--- src/rtl/clint_pkg.sv ---
// Shared definitions for the Wishbone CLINT.
//   - Register offsets within the 2 KiB CLINT window (byte offsets, adr[10:0]).
//   - clint_time_t: 64-bit machine time / compare value.
//   - clint_reg_e: decoded register class of a bus access.
//   - merge_lanes: applies Wishbone byte enables to one 32-bit half.
package clint_pkg;

  localparam logic [10:0] MSIP_OFF     = 11'h000;
  localparam logic [10:0] MTIMECMP_OFF = 11'h400;
  localparam logic [10:0] MTIME_LO_OFF = 11'h7F8;
  localparam logic [10:0] MTIME_HI_OFF = 11'h7FC;
  localparam int          MAX_HARTS    = 16;

  typedef logic [63:0] clint_time_t;

  typedef enum logic [2:0] {
    REG_NONE,
    REG_MSIP,
    REG_CMP_LO,
    REG_CMP_HI,
    REG_TIME_LO,
    REG_TIME_HI
  } clint_reg_e;

  // Byte lanes with a set enable take the new data, others keep the base value.
  function automatic logic [31:0] merge_lanes(input logic [31:0] base,
                                              input logic [31:0] wdata,
                                              input logic [3:0]  sel);
    logic [31:0] result;
    for (int b = 0; b < 4; b++) begin
      result[8*b +: 8] = sel[b] ? wdata[8*b +: 8] : base[8*b +: 8];
    end
    return result;
  endfunction

endpackage

--- src/rtl/clint_tick_div.sv ---
// mtime prescaler: produces a one-clock tick every TICK_DIV clocks.
// Ports:
//   clk    in  clock
//   rst    in  asynchronous active-high reset (counter restarts at 0)
//   tick_o out high in the clock where mtime must advance
module clint_tick_div #(
  parameter int TICK_DIV = 1
) (
  input  logic clk,
  input  logic rst,
  output logic tick_o
);

  generate
    if (TICK_DIV <= 1) begin : g_every_clock
      // No counter needed: time advances on every clock.
      logic unused_inputs;
      assign unused_inputs = clk ^ rst;
      assign tick_o = 1'b1;
    end else begin : g_counter
      localparam int CW = $clog2(TICK_DIV);
      logic [CW-1:0] count;

      assign tick_o = (count == CW'(TICK_DIV - 1));

      always_ff @(posedge clk or posedge rst) begin
        if (rst) begin
          count <= '0;
        end else if (tick_o) begin
          count <= '0;
        end else begin
          count <= count + 1'b1;
        end
      end
    end
  endgenerate

endmodule

--- src/rtl/clint_wb_multi.sv ---
// Wishbone B4 classic CLINT for NUM_HARTS harts: shared 64-bit mtime,
// per-hart mtimecmp with registered mtip, optional per-hart msip.
// Optional feature macro: CLINT_MSIP_EN (msip registers implemented when defined).
// Ports:
//   wb_clk_i, wb_rst_i       clock, async active-high reset
//   wb_cyc_i, wb_stb_i       bus cycle / strobe
//   wb_we_i, wb_sel_i        write enable, byte enables
//   wb_adr_i, wb_dat_i       byte address (adr[10:2] decoded), write data
//   wb_dat_o, wb_ack_o       registered read data, single-cycle ack
//   mtip_o, msip_o           per-hart timer / software interrupt pending
module clint_wb_multi
  import clint_pkg::*;
#(
  parameter int NUM_HARTS = 1,
  parameter int TICK_DIV  = 1
) (
  input  logic                 wb_clk_i,
  input  logic                 wb_rst_i,
  input  logic                 wb_cyc_i,
  input  logic                 wb_stb_i,
  input  logic                 wb_we_i,
  input  logic [3:0]           wb_sel_i,
  input  logic [31:0]          wb_adr_i,
  input  logic [31:0]          wb_dat_i,
  output logic [31:0]          wb_dat_o,
  output logic                 wb_ack_o,
  output logic [NUM_HARTS-1:0] mtip_o,
  output logic [NUM_HARTS-1:0] msip_o
);

  localparam int HART_W = $clog2(MAX_HARTS);

  clint_time_t       mtime;
  clint_time_t       mtime_inc;
  clint_time_t       mtime_nxt;
  clint_time_t       mtimecmp [NUM_HARTS];
  clint_time_t       hart_cmp;
  clint_reg_e        kind;
  logic [HART_W-1:0] hart;
  logic [8:0]        word;
  logic [31:0]       rd_data;
  logic              acc;
  logic              wr;
  logic              tick;
  logic              msip_rd;
  logic              unused_adr;

  // The interconnect decodes the base; byte offset within a word is irrelevant.
  assign word       = wb_adr_i[10:2];
  assign unused_adr = ^{wb_adr_i[31:11], wb_adr_i[1:0]};

  // Suppressing the access while ack is high yields one ack per two cycles on a held strobe.
  assign acc = wb_cyc_i & wb_stb_i & ~wb_ack_o;
  assign wr  = acc & wb_we_i;

  clint_tick_div #(.TICK_DIV(TICK_DIV)) u_tick_div (
    .clk    (wb_clk_i),
    .rst    (wb_rst_i),
    .tick_o (tick)
  );

  // Address decode; per-hart registers beyond NUM_HARTS fall back to unmapped.
  always_comb begin
    kind = REG_NONE;
    hart = '0;
    if (word[8:4] == MSIP_OFF[10:6]) begin
      kind = REG_MSIP;
      hart = word[3:0];
    end else if (word[8:5] == MTIMECMP_OFF[10:7]) begin
      kind = word[0] ? REG_CMP_HI : REG_CMP_LO;
      hart = word[4:1];
    end else if (word == MTIME_LO_OFF[10:2]) begin
      kind = REG_TIME_LO;
    end else if (word == MTIME_HI_OFF[10:2]) begin
      kind = REG_TIME_HI;
    end
    if ((kind == REG_MSIP || kind == REG_CMP_LO || kind == REG_CMP_HI) &&
        int'(hart) >= NUM_HARTS) begin
      kind = REG_NONE;
    end
  end

  always_comb begin
    hart_cmp = '0;
    for (int h = 0; h < NUM_HARTS; h++) begin
      if (hart == HART_W'(h)) hart_cmp = mtimecmp[h];
    end
  end

  // A write to one mtime half overrides only its enabled lanes of the
  // already-incremented value, so the tick and carry are never lost.
  always_comb begin
    mtime_inc = mtime + {63'b0, tick};
    mtime_nxt = mtime_inc;
    if (wr && kind == REG_TIME_LO) begin
      mtime_nxt[31:0] = merge_lanes(mtime_inc[31:0], wb_dat_i, wb_sel_i);
    end else if (wr && kind == REG_TIME_HI) begin
      mtime_nxt[63:32] = merge_lanes(mtime_inc[63:32], wb_dat_i, wb_sel_i);
    end
  end

  always_comb begin
    rd_data = '0;
    case (kind)
      REG_MSIP:    rd_data = {31'b0, msip_rd};
      REG_CMP_LO:  rd_data = hart_cmp[31:0];
      REG_CMP_HI:  rd_data = hart_cmp[63:32];
      REG_TIME_LO: rd_data = mtime[31:0];
      REG_TIME_HI: rd_data = mtime[63:32];
      default:     rd_data = '0;
    endcase
  end

  always_ff @(posedge wb_clk_i or posedge wb_rst_i) begin
    if (wb_rst_i) begin
      wb_ack_o <= 1'b0;
      wb_dat_o <= '0;
    end else begin
      wb_ack_o <= acc;
      if (acc) wb_dat_o <= rd_data;
    end
  end

  always_ff @(posedge wb_clk_i or posedge wb_rst_i) begin
    if (wb_rst_i) begin
      mtime <= '0;
    end else begin
      mtime <= mtime_nxt;
    end
  end

  always_ff @(posedge wb_clk_i or posedge wb_rst_i) begin
    if (wb_rst_i) begin
      for (int h = 0; h < NUM_HARTS; h++) mtimecmp[h] <= '1;
    end else if (wr) begin
      for (int h = 0; h < NUM_HARTS; h++) begin
        if (hart == HART_W'(h)) begin
          if (kind == REG_CMP_LO) begin
            mtimecmp[h][31:0] <= merge_lanes(mtimecmp[h][31:0], wb_dat_i, wb_sel_i);
          end else if (kind == REG_CMP_HI) begin
            mtimecmp[h][63:32] <= merge_lanes(mtimecmp[h][63:32], wb_dat_i, wb_sel_i);
          end
        end
      end
    end
  end

  // Compare uses the current register values, hence one cycle behind any write.
  always_ff @(posedge wb_clk_i or posedge wb_rst_i) begin
    if (wb_rst_i) begin
      mtip_o <= '0;
    end else begin
      for (int h = 0; h < NUM_HARTS; h++) mtip_o[h] <= (mtime >= mtimecmp[h]);
    end
  end

`ifdef CLINT_MSIP_EN
  logic [NUM_HARTS-1:0] msip;

  always_comb begin
    msip_rd = 1'b0;
    for (int h = 0; h < NUM_HARTS; h++) begin
      if (hart == HART_W'(h)) msip_rd = msip[h];
    end
  end

  // Only bit 0 is architected, so only lane 0 matters.
  always_ff @(posedge wb_clk_i or posedge wb_rst_i) begin
    if (wb_rst_i) begin
      msip <= '0;
    end else if (wr && kind == REG_MSIP && wb_sel_i[0]) begin
      for (int h = 0; h < NUM_HARTS; h++) begin
        if (hart == HART_W'(h)) msip[h] <= wb_dat_i[0];
      end
    end
  end

  assign msip_o = msip;
`else
  assign msip_rd = 1'b0;
  assign msip_o  = '0;
`endif

endmodule
--- config.mk ---
export PLATFORM = sky130hd
export DESIGN_NAME = clint_wb_multi
export DESIGN_NICKNAME = d
export VERILOG_FILES = /design/src/rtl/clint_pkg.sv /design/src/rtl/clint_tick_div.sv /design/src/rtl/clint_wb_multi.sv
export SDC_FILE = /design/constraint.sdc
export NUM_CORES = 1
export LEC_CHECK = 0
export BUFFER_PORTS_ARGS = -buffer_cell sky130_fd_sc_hd__buf_4
export CAP_MARGIN = 20
export CORE_MARGIN = 1.5
export CORE_UTILIZATION = 59
export DETAILED_ROUTE_END_ITERATION = 10
export GPL_TIMING_DRIVEN = 0
export HOLD_SLACK_MARGIN = 0.06
export PLACE_DENSITY = 0.89
export RECOVER_POWER = 100
export SYNTH_ARGS = -nofsm -noshare
export SYNTH_HDL_FRONTEND = slang
export SYNTH_SLANG_ARGS = --single-unit
--- constraint.sdc ---
create_clock -name wb_clk_i -period 6.1 [get_ports wb_clk_i]
set_input_delay 0.915 -clock wb_clk_i [delete_from_list [all_inputs] [get_ports wb_clk_i]]
set_output_delay 0.915 -clock wb_clk_i [all_outputs]
set_load 0.03 [all_outputs]
==> key figures <==
Power and ir drop
  • Proportion of power drawn by flip-flops and latches: 49.9%
  • PwrDens: 217.0 nW/um^2
  • Sw Share: 24.13%
  • Clock power share: 43.3%
  • Combinational share of power: 6.7%
  • Peak VDD IR: 195.0 uV
  • Switching power summed over all nets: 0.0005598 W
  • Internal Dissipation: 0.001760 W
  • Cell leakage power: 5.150 nW

Timing
  • Worst hold-check slack: 0.4746 ns
  • Minimum clock period: 3.500 ns
  • Fin. Hold Viols: 0
  • Final slew viol count: 56
  • Slew of the pin with the lowest slew margin: 2.540 ns
  • Setup-violating endpoint count in the final report: 0
  • Final WS setup: 2.600 ns
  • Max-slew headroom: -70.28%
  • Final critical-path share of the clock period: 57.38%
  • Worst Clk Skew: 0.008308 ns
  • RSZ-0062 raised after global routing: no
  • Fmax: 0.2857 GHz

Critical path
  • Bufs and invs on worst path: 2
  • Critical path class: in -> reg
  • Highest cell delay on the worst timing path: 0.76 ns
  • Launch point of the worst path: wb_adr_i[7]
  • Critical-path maximum fanout: 10
  • Signal arrival time at the worst endpoint: 3.88 ns
  • Critical-path cell with the highest stage delay: sky130_fd_sc_hd__nor4_1
  • Data required time at the worst endpoint: 6.48 ns
  • Dominant delay contributor by cell family on the critical path: simple AND/OR/NAND/NOR gates
  • Crit path capture type: register
  • Count of cell instances traversed by the critical path: 8
  • Timing endpoint of the critical path: wb_dat_o[6]$_DFFE_PP0P_
  • Logic depth of the worst register-to-register path: 7
  • Cells traversed along the worst timing path: clkbuf_4 -> or4_1 -> nor4_1 -> nor2b_1 -> clkbuf_1 -> a222oi_1 -> a21oi_1 -> a21o_1
  • Worst reg2reg setup slack: 3.22 ns
  • RR Endpoint: mtime[15]$_DFF_PP0_
  • Worst r2r src: wb_ack_o$_DFF_PP0_
  • Startpoint Class: input port

Clocking
  • Clock root buffer: sky130_fd_sc_hd__clkbuf_16
  • Post-CTS resize count: 0
  • Number of CTS-inserted buffers: 17
  • Total clock sinks: 162
  • TritonCTS clock tree: done
  • Worst-case clock buffer depth: 2
  • H-tree depth reported by CTS: 4
  • CTS hold repair buffers: 0
  • Clock input transition at the sequential cells of the worst setup and hold paths: 0.06 ns
  • Clock latency on the worst-skew pair: 0.44 ns
  • Number of post-CTS setup repair buffers: 0

Synthesis
  • Dominant register cell in the synthesized netlist: sky130_fd_sc_hd__dfrtp_1
  • Cell area after technology mapping: 9415 um^2
  • Warnings from Yosys: 0
  • Number of synthesized flops with an enable pin: 0
  • Flops & latches, synth: 162
  • Share of synthesized area occupied by flip-flops and latches: 43.91%
  • Number of library cell types mapped by synthesis: 52
  • Synthesized instance count: 1054
  • Net count after synthesis: 1192
  • Avg Cell Area, Syn: 8.933 um^2
  • FFs w/ async S/R, synth: 100.0%

Hold path
  • Worst min-delay path class: reg -> reg
  • Hold wc startpoint: wb_dat_o[23]$_DFFE_PP0P_

Job
  • Maximum Capacitance Violations: 1

Detailed routing
  • Detailed Route Iter0 Violations: 1173
  • Number of remaining DRC errors: 0
  • Length of the first detailed-routing pass in iterations: 7
  • Final ANT Viol Nets: 0
  • Total number of vias: 8736
  • Max layer used: met4
  • Drt wl/cell: 19.31 um
  • Total wire length after detailed routing: 26.59 mm
  • Routed length on met1: 10.70 mm
  • Vias/cell: 6.344
  • Total met3 wirelength after detailed routing: 2.391 mm
  • Sum of met2 wire segment lengths after detailed routing: 12.39 mm

Place
  • Placed wire-length estimate: 19.34 mm
  • Pre-CTS WS: 2.680 ns
  • Cells after DPL: 1348
  • Count of buffers inserted at the top-level ports: 82
  • Gp weighted congestion: 0.9515

Die
  • Chip width: 129.3 um
  • Effective utilization at floorplan: 61.25%
  • Die Y-Extent: 129.3 um
  • Overall die area: 16730 um^2
  • Core ar.: 15370 um^2
  • Standard-cell rows: 45
  • Number of top-level design ports: 108

Cells and area
  • Net count of the finished layout: 1294
  • Combined area of the multi-input logic cells: 4756 um^2
  • Share of final-layout standard cells stronger than drive strength 1: 13.64%
  • Area growth from synthesis to layout: 13.50%
  • Number of fillers in the final layout: 1210
  • Register area: 4134 um^2
  • Diode insertion count for antenna repair: 0
  • Leading cell types in the layout, fill and taps excluded: sky130_fd_sc_hd__nand2_1 (145), sky130_fd_sc_hd__dfrtp_1 (98), sky130_fd_sc_hd__a21oi_1 (94)
  • Leading cell type in the layout, fill and taps excluded: sky130_fd_sc_hd__nand2_1
  • Final standard cell count with taps included and fillers excluded: 1377

GRT
  • Number of antenna violations at the first check in global routing: 0
  • Maximum number of pins on one net before global-route repair: 108
  • Sum of overflow across all layers after global routing: 0
  • GR Util All Layers: 33.00%
  • First-pass GRT wire length: 42.46 mm
  • Via count of the first global-routing pass: 8411

Outcome
  • Status: finished with violations
  • Violated checks: max-capacitance violations, max-slew violations
## sequential cells by signal, summed over array words and instances (netlist names)
signal,flops
mtimecmp,64
wb_dat_o,32
wb_ack_o,1
mtime,64
mtip_o,1
## logic make-up (layout without fill, tap and decap cells)
| kind of cell | after synthesis | after routing | synth area share [%] |
|---|---|---|---|
| XOR/XNOR | 62 | 62 | 5.767 |
| AO/OA/AOI/OAI | 274 | 274 | 17.91 |
| AND/OR/NAND/NOR | 364 | 364 | 18.22 |
| multiplexers | 2 | 2 | 0.2392 |
| other | 1 | 1 | 0.03983 |
| adder cells (fa/ha/maj) | 65 | 65 | 8.638 |
| buffers and inverters | 124 | 236 | 5.276 |
| flip-flops | 162 | 162 | 43.91 |
## worst reg2reg max path, stage by stage (launching register included)
cell and delay (ns):
sky130_fd_sc_hd__dfrtp_1 0.38, sky130_fd_sc_hd__or2_2 0.29, sky130_fd_sc_hd__clkbuf_1 0.25, sky130_fd_sc_hd__clkinv_1 0.27, sky130_fd_sc_hd__nand3_1 0.18, sky130_fd_sc_hd__nor3_1 0.76
sky130_fd_sc_hd__clkbuf_1 0.43, sky130_fd_sc_hd__o21ai_0 0.18
## synthesized netlist by cell type, types with 2 or more instances
master / number / share of area, %
sky130_fd_sc_hd__xnor2_1: 49 / 4.6
sky130_fd_sc_hd__a222oi_1: 32 / 3.4
sky130_fd_sc_hd__dfstp_2: 64 / 18
sky130_fd_sc_hd__o21ai_0: 85 / 4.5
sky130_fd_sc_hd__nand3_1: 36 / 1.9
sky130_fd_sc_hd__and2_1: 2 / 0.13
sky130_fd_sc_hd__nor3_1: 32 / 1.7
sky130_fd_sc_hd__or2_1: 3 / 0.20
sky130_fd_sc_hd__nand4_1: 25 / 1.7
sky130_fd_sc_hd__clkbuf_1: 23 / 0.92
sky130_fd_sc_hd__o211ai_1: 3 / 0.24
sky130_fd_sc_hd__inv_1: 77 / 3.1
sky130_fd_sc_hd__nand2_1: 145 / 5.8
sky130_fd_sc_hd__o21a_1: 2 / 0.16
sky130_fd_sc_hd__a211oi_1: 4 / 0.32
sky130_fd_sc_hd__mux2_2: 2 / 0.24
sky130_fd_sc_hd__and4_1: 7 / 0.65
sky130_fd_sc_hd__nor2_1: 75 / 3.0
sky130_fd_sc_hd__nand4_2: 2 / 0.27
sky130_fd_sc_hd__nor4_1: 11 / 0.73
sky130_fd_sc_hd__ha_1: 65 / 8.6
sky130_fd_sc_hd__a21o_1: 35 / 2.8
sky130_fd_sc_hd__nor4_2: 2 / 0.27
sky130_fd_sc_hd__a211o_1: 2 / 0.19
sky130_fd_sc_hd__xor2_1: 13 / 1.2
sky130_fd_sc_hd__a31oi_1: 2 / 0.13
sky130_fd_sc_hd__nand2b_1: 4 / 0.27
sky130_fd_sc_hd__or2_2: 2 / 0.13
sky130_fd_sc_hd__nor2_2: 4 / 0.27
sky130_fd_sc_hd__a21oi_1: 94 / 5.0
sky130_fd_sc_hd__and3_1: 8 / 0.53
sky130_fd_sc_hd__o21ai_1: 4 / 0.21
sky130_fd_sc_hd__buf_2: 22 / 1.2
sky130_fd_sc_hd__dfrtp_1: 98 / 26
sky130_fd_sc_hd__o31ai_1: 3 / 0.24
## layout make-up
type	count	share of cell area (%)
Inverter	78	2.751
Multi-Input combinational cell	768	44.50
Clock inverter	6	0.5620
Buffer	46	1.768
Clock buffer	23	4.473
Timing Repair Buffer	83	4.789
Tap cell	211	2.470
Sequential cell	162	38.68
## stage by stage
step                TNS [ns]  utilization, %  power [W]  instance area, um^2
finish                     0           69.52   0.002319                10690
global route               0           69.52   0.002395                10690
CTS                        0           70.70   0.002323                10870
detailed placement         0           67.20   0.001331                10330
global placement      -87.49           66.98   0.001322                10290
floorplan                  0               -   0.001250                 9415
## worst min-delay path by stage
stage / to / slack [ns] / cells after the start
global route: wb_dat_o[18]$_DFFE_PP0P_ / 0.49 / 1
global placement: wb_dat_o[10]$_DFFE_PP0P_ / 0.46 / 1
finish: wb_dat_o[23]$_DFFE_PP0P_ / 0.47 / 1
CTS: wb_dat_o[24]$_DFFE_PP0P_ / 0.48 / 1
floorplan: mtimecmp[32]$_DFFE_PP1P_ / 0.48 / 2
detailed placement: wb_dat_o[24]$_DFFE_PP0P_ / 0.47 / 1
## power by group through the flow
stage	Clock (W)	Sequential, W	Combinational [W]
detailed placement	0	0.00117	0.000157
global placement	0	0.00117	0.000148
CTS	0.00101	0.00116	0.000158
finish	0.00101	0.00116	0.000156
global route	0.00106	0.00116	0.000177
floorplan	0	0.00116	0.0000892
## routing by layer
| metal | GRT usage (%) | vias up |
|---|---|---|
| met5 | 0 | - |
| met4 | 15.53 | 0 |
| met3 | 6.482 | 110 |
| met2 | 52.60 | 505 |
| met1 | 43.63 | 4178 |
| li1 | - | 3943 |
Power figures use the tool's default switching activity.
